### src/rtl/axi_sram_responder_pkg.sv
// Shared AXI3 encodings, bus widths and responder FSM states.
// Latency: n/a. Backpressure: n/a.
package axi_sram_responder_pkg;
    localparam int ADDR_W = 32;
    localparam int DATA_W = 32;
    localparam int ID_W   = 4;
    localparam int LEN_W  = 4;

    localparam logic [1:0] BURST_FIXED = 2'b00;
    localparam logic [1:0] BURST_INCR  = 2'b01;
    localparam logic [1:0] RESP_OKAY   = 2'b00;
    localparam logic [1:0] RESP_SLVERR = 2'b10;

    typedef enum logic [2:0] {
        S_IDLE,
        S_RD_REQ,
        S_RD_WAIT,
        S_RD_DATA,
        S_WR_DATA,
        S_WR_RESP
    } state_t;
endpackage

### src/rtl/axi_burst_addr_gen.sv
// Burst address/beat counter: holds the current beat address, remaining count and burst type.
// Latency: advances one beat per step pulse. Backpressure: none, the caller decides when to step.
module axi_burst_addr_gen
    import axi_sram_responder_pkg::*;
#(
    parameter int          MEM_AW    = 16,
    parameter logic [31:0] BASE_ADDR = 32'h0000_0000
) (
    input  logic              clk,
    input  logic              rst,
    input  logic              load,
    input  logic [ADDR_W-1:0] load_addr,
    input  logic [LEN_W-1:0]  load_len,
    input  logic [1:0]        load_burst,
    input  logic              step,
    output logic [ADDR_W-1:0] addr,
    output logic [MEM_AW-1:0] sram_addr,
    output logic              last,
    output logic              in_range
);
    logic [LEN_W-1:0]  count;
    logic              fixed;
    logic [ADDR_W-1:0] offset;
    logic              unused_offset;

    always_ff @(posedge clk or posedge rst) begin
        if (rst) begin
            addr  <= '0;
            count <= '0;
            fixed <= 1'b0;
        end else if (load) begin
            addr  <= load_addr;
            count <= load_len;
            fixed <= (load_burst == BURST_FIXED);
        end else if (step) begin
            // INCR wraps naturally at 2^32; reserved burst codes behave as INCR
            if (!fixed) begin
                addr <= addr + 32'd4;
            end
            count <= count - LEN_W'(1);
        end
    end

    assign offset        = addr - BASE_ADDR;
    assign sram_addr     = offset[MEM_AW+1:2];
    assign in_range      = (offset[ADDR_W-1:MEM_AW+2] == '0);
    assign last          = (count == '0);
    assign unused_offset = ^offset[1:0];
endmodule

### src/rtl/axi_sram_responder.sv
// AXI3 responder onto a single-port sync SRAM, one transaction at a time; AXI_RANGE_CHECK_EN adds range errors.
// Latency: first rvalid 3 cycles after AR handshake; writes one beat per cycle. Backpressure: R/B held until ready.
module axi_sram_responder
    import axi_sram_responder_pkg::*;
#(
    parameter int          MEM_AW    = 16,
    parameter logic [31:0] BASE_ADDR = 32'h0000_0000
) (
    input  logic              clk,
    input  logic              rst,
    input  logic [ID_W-1:0]   arid,
    input  logic [ADDR_W-1:0] araddr,
    input  logic [LEN_W-1:0]  arlen,
    input  logic [2:0]        arsize,
    input  logic [1:0]        arburst,
    input  logic [1:0]        arlock,
    input  logic [3:0]        arcache,
    input  logic [2:0]        arprot,
    input  logic              arvalid,
    output logic              arready,
    input  logic [ID_W-1:0]   awid,
    input  logic [ADDR_W-1:0] awaddr,
    input  logic [LEN_W-1:0]  awlen,
    input  logic [2:0]        awsize,
    input  logic [1:0]        awburst,
    input  logic [1:0]        awlock,
    input  logic [3:0]        awcache,
    input  logic [2:0]        awprot,
    input  logic              awvalid,
    output logic              awready,
    output logic [ID_W-1:0]   rid,
    output logic [DATA_W-1:0] rdata,
    output logic [1:0]        rresp,
    output logic              rlast,
    output logic              rvalid,
    input  logic              rready,
    input  logic [ID_W-1:0]   wid,
    input  logic [DATA_W-1:0] wdata,
    input  logic [3:0]        wstrb,
    input  logic              wlast,
    input  logic              wvalid,
    output logic              wready,
    output logic [ID_W-1:0]   bid,
    output logic [1:0]        bresp,
    output logic              bvalid,
    input  logic              bready,
    output logic              sram_en,
    output logic [3:0]        sram_we,
    output logic [MEM_AW-1:0] sram_addr,
    output logic [DATA_W-1:0] sram_wdata,
    input  logic [DATA_W-1:0] sram_rdata
);
    state_t            state, state_n;
    logic              grant_rd, grant_wr, step;
    logic              last_grant_wr, wr_err;
    logic              last, in_range, beat_ok, beat_err;
    logic [ADDR_W-1:0] addr_cur;
    logic              unused_inputs;

    axi_burst_addr_gen #(
        .MEM_AW    (MEM_AW),
        .BASE_ADDR (BASE_ADDR)
    ) u_agen (
        .clk        (clk),
        .rst        (rst),
        .load       (grant_rd | grant_wr),
        .load_addr  (grant_rd ? araddr  : awaddr),
        .load_len   (grant_rd ? arlen   : awlen),
        .load_burst (grant_rd ? arburst : awburst),
        .step       (step),
        .addr       (addr_cur),
        .sram_addr  (sram_addr),
        .last       (last),
        .in_range   (in_range)
    );

`ifdef AXI_RANGE_CHECK_EN
    assign beat_ok = in_range;
`else
    assign beat_ok = 1'b1;
`endif
    // A write beat is in error if it is out of range or its wlast disagrees with the beat count
    assign beat_err      = !beat_ok || (last != wlast);
    assign rvalid        = (state == S_RD_DATA);
    assign bvalid        = (state == S_WR_RESP);
    assign sram_wdata    = wdata;
    assign unused_inputs = ^{arsize, arlock, arcache, arprot, awsize, awlock, awcache, awprot,
                             wid, addr_cur, in_range};

    always_ff @(posedge clk or posedge rst) begin
        if (rst) begin
            state <= S_IDLE;
        end else begin
            state <= state_n;
        end
    end

    always_comb begin
        state_n  = state;
        arready  = 1'b0;
        awready  = 1'b0;
        wready   = 1'b0;
        sram_en  = 1'b0;
        sram_we  = 4'h0;
        grant_rd = 1'b0;
        grant_wr = 1'b0;
        step     = 1'b0;
        case (state)
            S_IDLE: begin
                // On a tie, read wins only if write was granted last time
                if (!rst) begin
                    if (arvalid && (!awvalid || last_grant_wr)) begin
                        arready  = 1'b1;
                        grant_rd = 1'b1;
                        state_n  = S_RD_REQ;
                    end else if (awvalid) begin
                        awready  = 1'b1;
                        grant_wr = 1'b1;
                        state_n  = S_WR_DATA;
                    end
                end
            end
            S_RD_REQ: begin
                sram_en = beat_ok;
                state_n = S_RD_WAIT;
            end
            S_RD_WAIT: state_n = S_RD_DATA;
            S_RD_DATA: begin
                if (rready) begin
                    if (rlast) begin
                        state_n = S_IDLE;
                    end else begin
                        step    = 1'b1;
                        state_n = S_RD_REQ;
                    end
                end
            end
            S_WR_DATA: begin
                wready = 1'b1;
                if (wvalid) begin
                    sram_en = beat_ok;
                    sram_we = beat_ok ? wstrb : 4'h0;
                    step    = 1'b1;
                    if (last || wlast) begin
                        state_n = S_WR_RESP;
                    end
                end
            end
            S_WR_RESP: begin
                if (bready) begin
                    state_n = S_IDLE;
                end
            end
            default: state_n = S_IDLE;
        endcase
    end

    always_ff @(posedge clk or posedge rst) begin
        if (rst) begin
            rid           <= '0;
            bid           <= '0;
            rdata         <= '0;
            rresp         <= RESP_OKAY;
            rlast         <= 1'b0;
            bresp         <= RESP_OKAY;
            wr_err        <= 1'b0;
            last_grant_wr <= 1'b1;
        end else begin
            if (grant_rd) begin
                rid           <= arid;
                last_grant_wr <= 1'b0;
            end
            if (grant_wr) begin
                bid           <= awid;
                wr_err        <= 1'b0;
                last_grant_wr <= 1'b1;
            end
            if (state == S_RD_WAIT) begin
                rdata <= beat_ok ? sram_rdata : '0;
                rresp <= beat_ok ? RESP_OKAY : RESP_SLVERR;
                rlast <= last;
            end
            if (state == S_WR_DATA && wvalid) begin
                if (last || wlast) begin
                    bresp <= (wr_err || beat_err) ? RESP_SLVERR : RESP_OKAY;
                end else begin
                    wr_err <= wr_err || beat_err;
                end
            end
        end
    end
endmodule

### config.mk
export PLATFORM = sky130hd
export DESIGN_NAME = axi_sram_responder
export DESIGN_NICKNAME = d
export VERILOG_FILES = /design/src/rtl/axi_sram_responder_pkg.sv /design/src/rtl/axi_burst_addr_gen.sv /design/src/rtl/axi_sram_responder.sv
export SDC_FILE = /design/constraint.sdc
export NUM_CORES = 1
export LEC_CHECK = 0
export BUFFER_PORTS_ARGS = -buffer_cell sky130_fd_sc_hd__clkbuf_2
export CORE_AREA = 2 2 114 116
export CTS_BUF_LIST = sky130_fd_sc_hd__clkbuf_2
export DETAILED_ROUTE_END_ITERATION = 8
export DIE_AREA = 0 0 116 118
export PLACE_DENSITY = 0.72
export SLEW_MARGIN = 20
export SYNTH_ARGS = -nofsm -noshare
export SYNTH_HDL_FRONTEND = slang
export SYNTH_SLANG_ARGS = --single-unit
### constraint.sdc
create_clock -name clk -period 2.05 [get_ports clk]
set_clock_uncertainty 0.15 [all_clocks]
set_input_delay 0.1025 -clock clk [delete_from_list [all_inputs] [get_ports clk]]
set_output_delay 0.1025 -clock clk [all_outputs]
set_load 0.02 [all_outputs]
# Word-level counts from Yosys, hierarchy flattened

Index checks and enable logic that the tools add are counted.

Reductions and logical operators: 14
Equality and inequality tests: 13
Add/subtract/negate cells: 2
Bitwise gates (word level): 1
Muxes and demuxes: 38

Operators with widths:

| kind                    | number |
|---|---|
| $mux W32                | 4 |
| $add A32 B3 Y32 const B | 1 |
| $mux W3                 | 7 |
| $mux W4                 | 5 |
| $pmux W3 S6             | 1 |
| $mux W1                 | 17 |
| $eq A3 B2 Y1 const B    | 2 |
| $eq A3 B3 Y1 const B    | 2 |
| $ne A2 B1 Y1 const B    | 3 |
| $ne A2 B2 Y1 const B    | 3 |
| $reduce_and A6 Y1       | 1 |
| $logic_not A4 Y1        | 1 |
| $mux W2                 | 2 |
| $pmux W1 S2             | 2 |
| $reduce_and A2 Y1       | 2 |
| $reduce_bool A2 Y1      | 2 |
| $sub A4 B1 Y4 const B   | 1 |
| $eq A3 B1 Y1 const B    | 1 |
| $logic_not A3 Y1        | 1 |
| $logic_or A1 B1 Y1      | 3 |
| $ne A3 B3 Y1 const B    | 1 |
| $logic_and A1 B1 Y1     | 2 |
| $logic_not A2 Y1        | 1 |
| $logic_not A1 Y1        | 1 |
| 2 further kinds         | 2 |

Bits in registers: 85
Output and inout bits: 103

# Logic depth before layout (Yosys ltp)

Depth in word-level cells: 9
Gate-level depth with buffers: 9

# Modules after synthesis

A second synthesis with hierarchy kept.

Cells, all modules: 477
Area total of the unflattened synthesis: 5156.2 um2

By module, submodules not included:

| module             | cells each | area an instance (um2) | instances | seq. area each (um2) |
|---|---|---|---|---|
| axi_sram_responder | 221        | 2862.7                 | 1         | 1177.4 |
| axi_burst_addr_gen | 256        | 2293.4                 | 1         | 925.9 |

# Worst setup path before layout

OpenSTA, ideal clock, no wires.

Kind: flip-flop to flip-flop
Start: reg state[2]
End: reg state[2]
Arrival: 1.755 ns
Cell stages (with the launch flop): 7
Data required time: 1.778 ns
Setup slack: 0.023 ns
Cells stage by stage: dfrtp_1 -> buf_2 -> nor3b_1 -> o21ai_0 -> o221a_2 -> a21oi_1 -> a21oi_1

Longest elaborated chain between the ends: 3
Elaborated cells between the ends (all ways): 14
Those cells by class: eq/ne (11); mux (1); reduce/logical (2)

RTL lines:

| element                                                     | line                      | source |
|---|---|---|
| start: declaration                                          | axi_sram_responder.sv:53  | `state_t state, state_n;` |
| start signal: assignment                                    | axi_sram_responder.sv:94  | `state <= state_n;` |
| $eq A3 B3 Y1, or another cell as far along                  | axi_sram_responder.sv:108 | `case (state)` |
| $ne A2 B2 Y1 (no source line), or another cell as far along | n/a                       |  |
| $reduce_and A6 Y1 (no source line)                          | n/a                       |  |

Several ways; a longest one is shown, not always the timed one.
A chain may end at the register's enable or synchronous reset.

# Worst setup path after layout

Start: reg state[1]
End: out arready

Longest elaborated chain between the ends: 2

RTL lines:

| element          | line                      | source |
|---|---|---|
| $logic_not A3 Y1 | axi_sram_responder.sv:108 |  |
| $mux W1          | axi_sram_responder.sv:108 |  |
| end: declaration | axi_sram_responder.sv:20  | `output logic arready,` |

No other way between the ends.

==> run metrics <==
Ports ~290; failing checks negative setup slack; top cells by area, synth dfrtp_1 (43%), mux2_2 (12%), buf_4 (7.4%); register area share after synthesis 0.442; clk slew on worst S/H paths roughly 0.2 ns; final max-slew violation count 0; clk_lat worst skew 0.53 ns; synthesized area between 3000 and 4000 µm²; GRT Total Usage 0.180; dpl hpwl between 8 and 9 mm; Post-synth EDFFs 0; cell taking the most area after synthesis dfrtp_1; share of layout cells above drive strength 1 0.487; initial core utilization 0.311; synth unique cells 63; DRC Markers 0; hold_ws around 0.055 ns; FF+latch count, synth 68; maximum clock frequency 0.450 GHz; Sw Share 0.425; Reg2Reg Depth 9; Setup Crit Path Kind flop to output pin; core box area about 12000 µm²; RePlAce Congestion 0.823; MaxCap Viol Count 0; WL/cell between 15 and 20 µm; die height 118 µm; htree depth 3; Total Neg Setup Slack -0.943 ns; port buffer count around 160; status complete, but fails checks; vias per inst 4.81; most frequent cells in the layout clkbuf_2 (165), dlygate4sd3_1 (94), dfrtp_1 (66); row cnt a little over 40; synthesized instance count around 370; yosys warns 0; die footprint between 10000 and 15000 µm²; WHS Path Cells 0; worst rel slew slack 0.554; top-area cell type share of the netlist area 0.435; number of global-route vias before repair 4096; synthesis-to-layout area growth 62.3%; largest net degree at the start of global routing 42; first-pass GRT wire length 19.3 mm; CTS root buf clkbuf_2; Final Setup Violations 11; Slew @ Worst Pin 0.669 ns; Psw 3.28 mW; Startpoint Class flop; CP endpoint kind output pin; Clock Tree Buf Depth 2; Comb pwr share 0.560; FF-to-FF End u_agen.addr[15]$_DFFE_PP0P_; hold_sp wdata[0]; RSZ-0062 raised after global routing true; min-delay worst type primary input to output pin; Final nets 823; GRT Residual Overflow 0; leakage 2.99 nW; worst-path maximum fanout 3; Synth Area per Inst approximately 11 µm²; drt initial violations between 150 and 200; initial antenna violation count 0; Flop pwr share 0.318; internal power 4.44 mW; power share of the clock group 0.121; r2r startpoint state[1]$_DFFE_PP0P_; Final Hold Viols 0; Post-Route WL 12.8 mm; commonest non-fill, non-tap cell in the layout clkbuf_2; worst path arrival time 1.97 ns; power per cell area 1230 nW/µm²; CTS tree done; Num CTS Buffers 9; R2R Setup Slk -0.09 ns; Sinks on Clock Net 68; Worst Path Required 1.80 ns; final worst slack -0.170 ns; first-pass detailed-route iteration total 4; die width 116 µm; fin crit period ~2.2 ns; post-route ant nets 0; Diodes inserted 0; DR vias roughly 3900; Hold EP sram_wdata[0]; Top FF cell, synth dfrtp_1; maximum vdd ir drop 641 µV; post-synthesis async set-or-reset flop share 1.00; Tcrit/Tclk final 1.08
[layout make-up]
class                      count  area (µm²)
fill                        1091        6160
sequential                    68        1700
timing repair buffer         306        2270
inverter                      12        50.0
clock buffer                  10        50.0
clock inverter                 6        88.8
tap                          172         215
multi-input combinational    235        1880
[per-stage QoR]
step	cells	utilization	setup WS, ns	instance area (µm²)	total power [mW]
final	809	0.504	-0.170	6260	7.72
after global routing	809	0.504	-0.285	6260	8.18
after CTS	801	0.487	-0.250	6050	7.40
after detailed placement	682	0.388	-0.0410	4820	6.14
after global placement	682	0.388	0.0656	4820	6.01
after floorplan	367	-	0.0233	3860	4.86
[power by group through the flow]
stage / sequential [mW] / combinational, mW / clock, mW
after floorplan: 3.06 / 1.80 / 0
after global placement: 2.43 / 3.58 / 0
after detailed placement: 2.46 / 3.69 / 0
after CTS: 2.43 / 3.99 / 0.972
after global routing: 2.54 / 4.61 / 1.02
final: 2.46 / 4.32 / 0.936
[sequential cells by signal, summed over array words and instances (netlist names)]
name           cells
u_agen.addr       16
wr_err             1
rlast              1
rdata             32
last_grant_wr      1
u_agen.count       4
bid                4
rid                4
bresp              1
u_agen.fixed       1
state              3
[how the worst max path moves through the flow]
stage                           startpoint                          end  slack [ns]
2_1_floorplan         state[2]$_DFFE_PP0P_         state[2]$_DFFE_PP0P_        0.02
3_3_place_gp          state[2]$_DFFE_PP0P_  u_agen.addr[17]$_DFFE_PP0P_        0.07
3_5_place_dp   u_agen.count[0]$_DFFE_PP0P_         state[0]$_DFFE_PP0P_       -0.04
4_1_cts               state[0]$_DFFE_PP0P_                      arready       -0.25
5_1_grt               state[1]$_DFFE_PP0P_                      arready       -0.29
6_report              state[1]$_DFFE_PP0P_                      arready       -0.17
[synthesized netlist by cell type (2+ instances only)]
cell and instances:
a211oi_1 3, buf_6 2, nand2b_1 3, a2bb2oi_1 2, nor3_1 2, buf_2 7, o22a_1 5, clkbuf_1 5
nand2_1 14, inv_1 12, and4_1 4, nor2_1 31, mux2_2 41, dfrtp_1 67, a311o_1 2, nand3_1 11
ha_1 3, a31oi_1 7, nand4_1 3, xor2_1 5, mux2i_1 13, buf_4 38, a21oi_1 17, a41oi_1 2
and2_1 6, o221a_2 3, and3_1 4, a32oi_1 7, o21ai_0 12
[critical path: stages (launching register included)]
cell and delay [ns]:
dfrtp_1 0.43, buf_6 0.13, nor4_4 0.33, buf_4 0.18
nand3_4 0.06, buf_6 0.14, inv_4 0.05, buf_8 0.11
[routing by layer]
metal,share of wire,GRT usage
met1,0.38,0.189
met2,0.52,0.321
met3,0.065,0.0458
met4,0.035,0.100
met5,0,0
[cell families after synthesis]
logic type               after synthesis  synth area share
AND/OR/NAND/NOR                       95             0.139
AO/OA/AOI/OAI                         74             0.136
flip-flops                            68             0.442
buffers and inverters                 64             0.105
multiplexers                          54             0.154
XOR/XNOR                               6            0.0136
adder cells (fa/ha/maj)                3           0.00974
other                                  1          0.000973
[timing repair]
action | CTS | global route
setup endpoints to repair | 10 | 21
gates cloned | 0 | 1
setup buffers | 9 | 7
pin swaps | 4 | 8
endpoints found under the hold margin | 135 | 0
gates resized for setup | 28 | 35
hold buffers | 94 | 0
(Power assumes the default switching activity.)
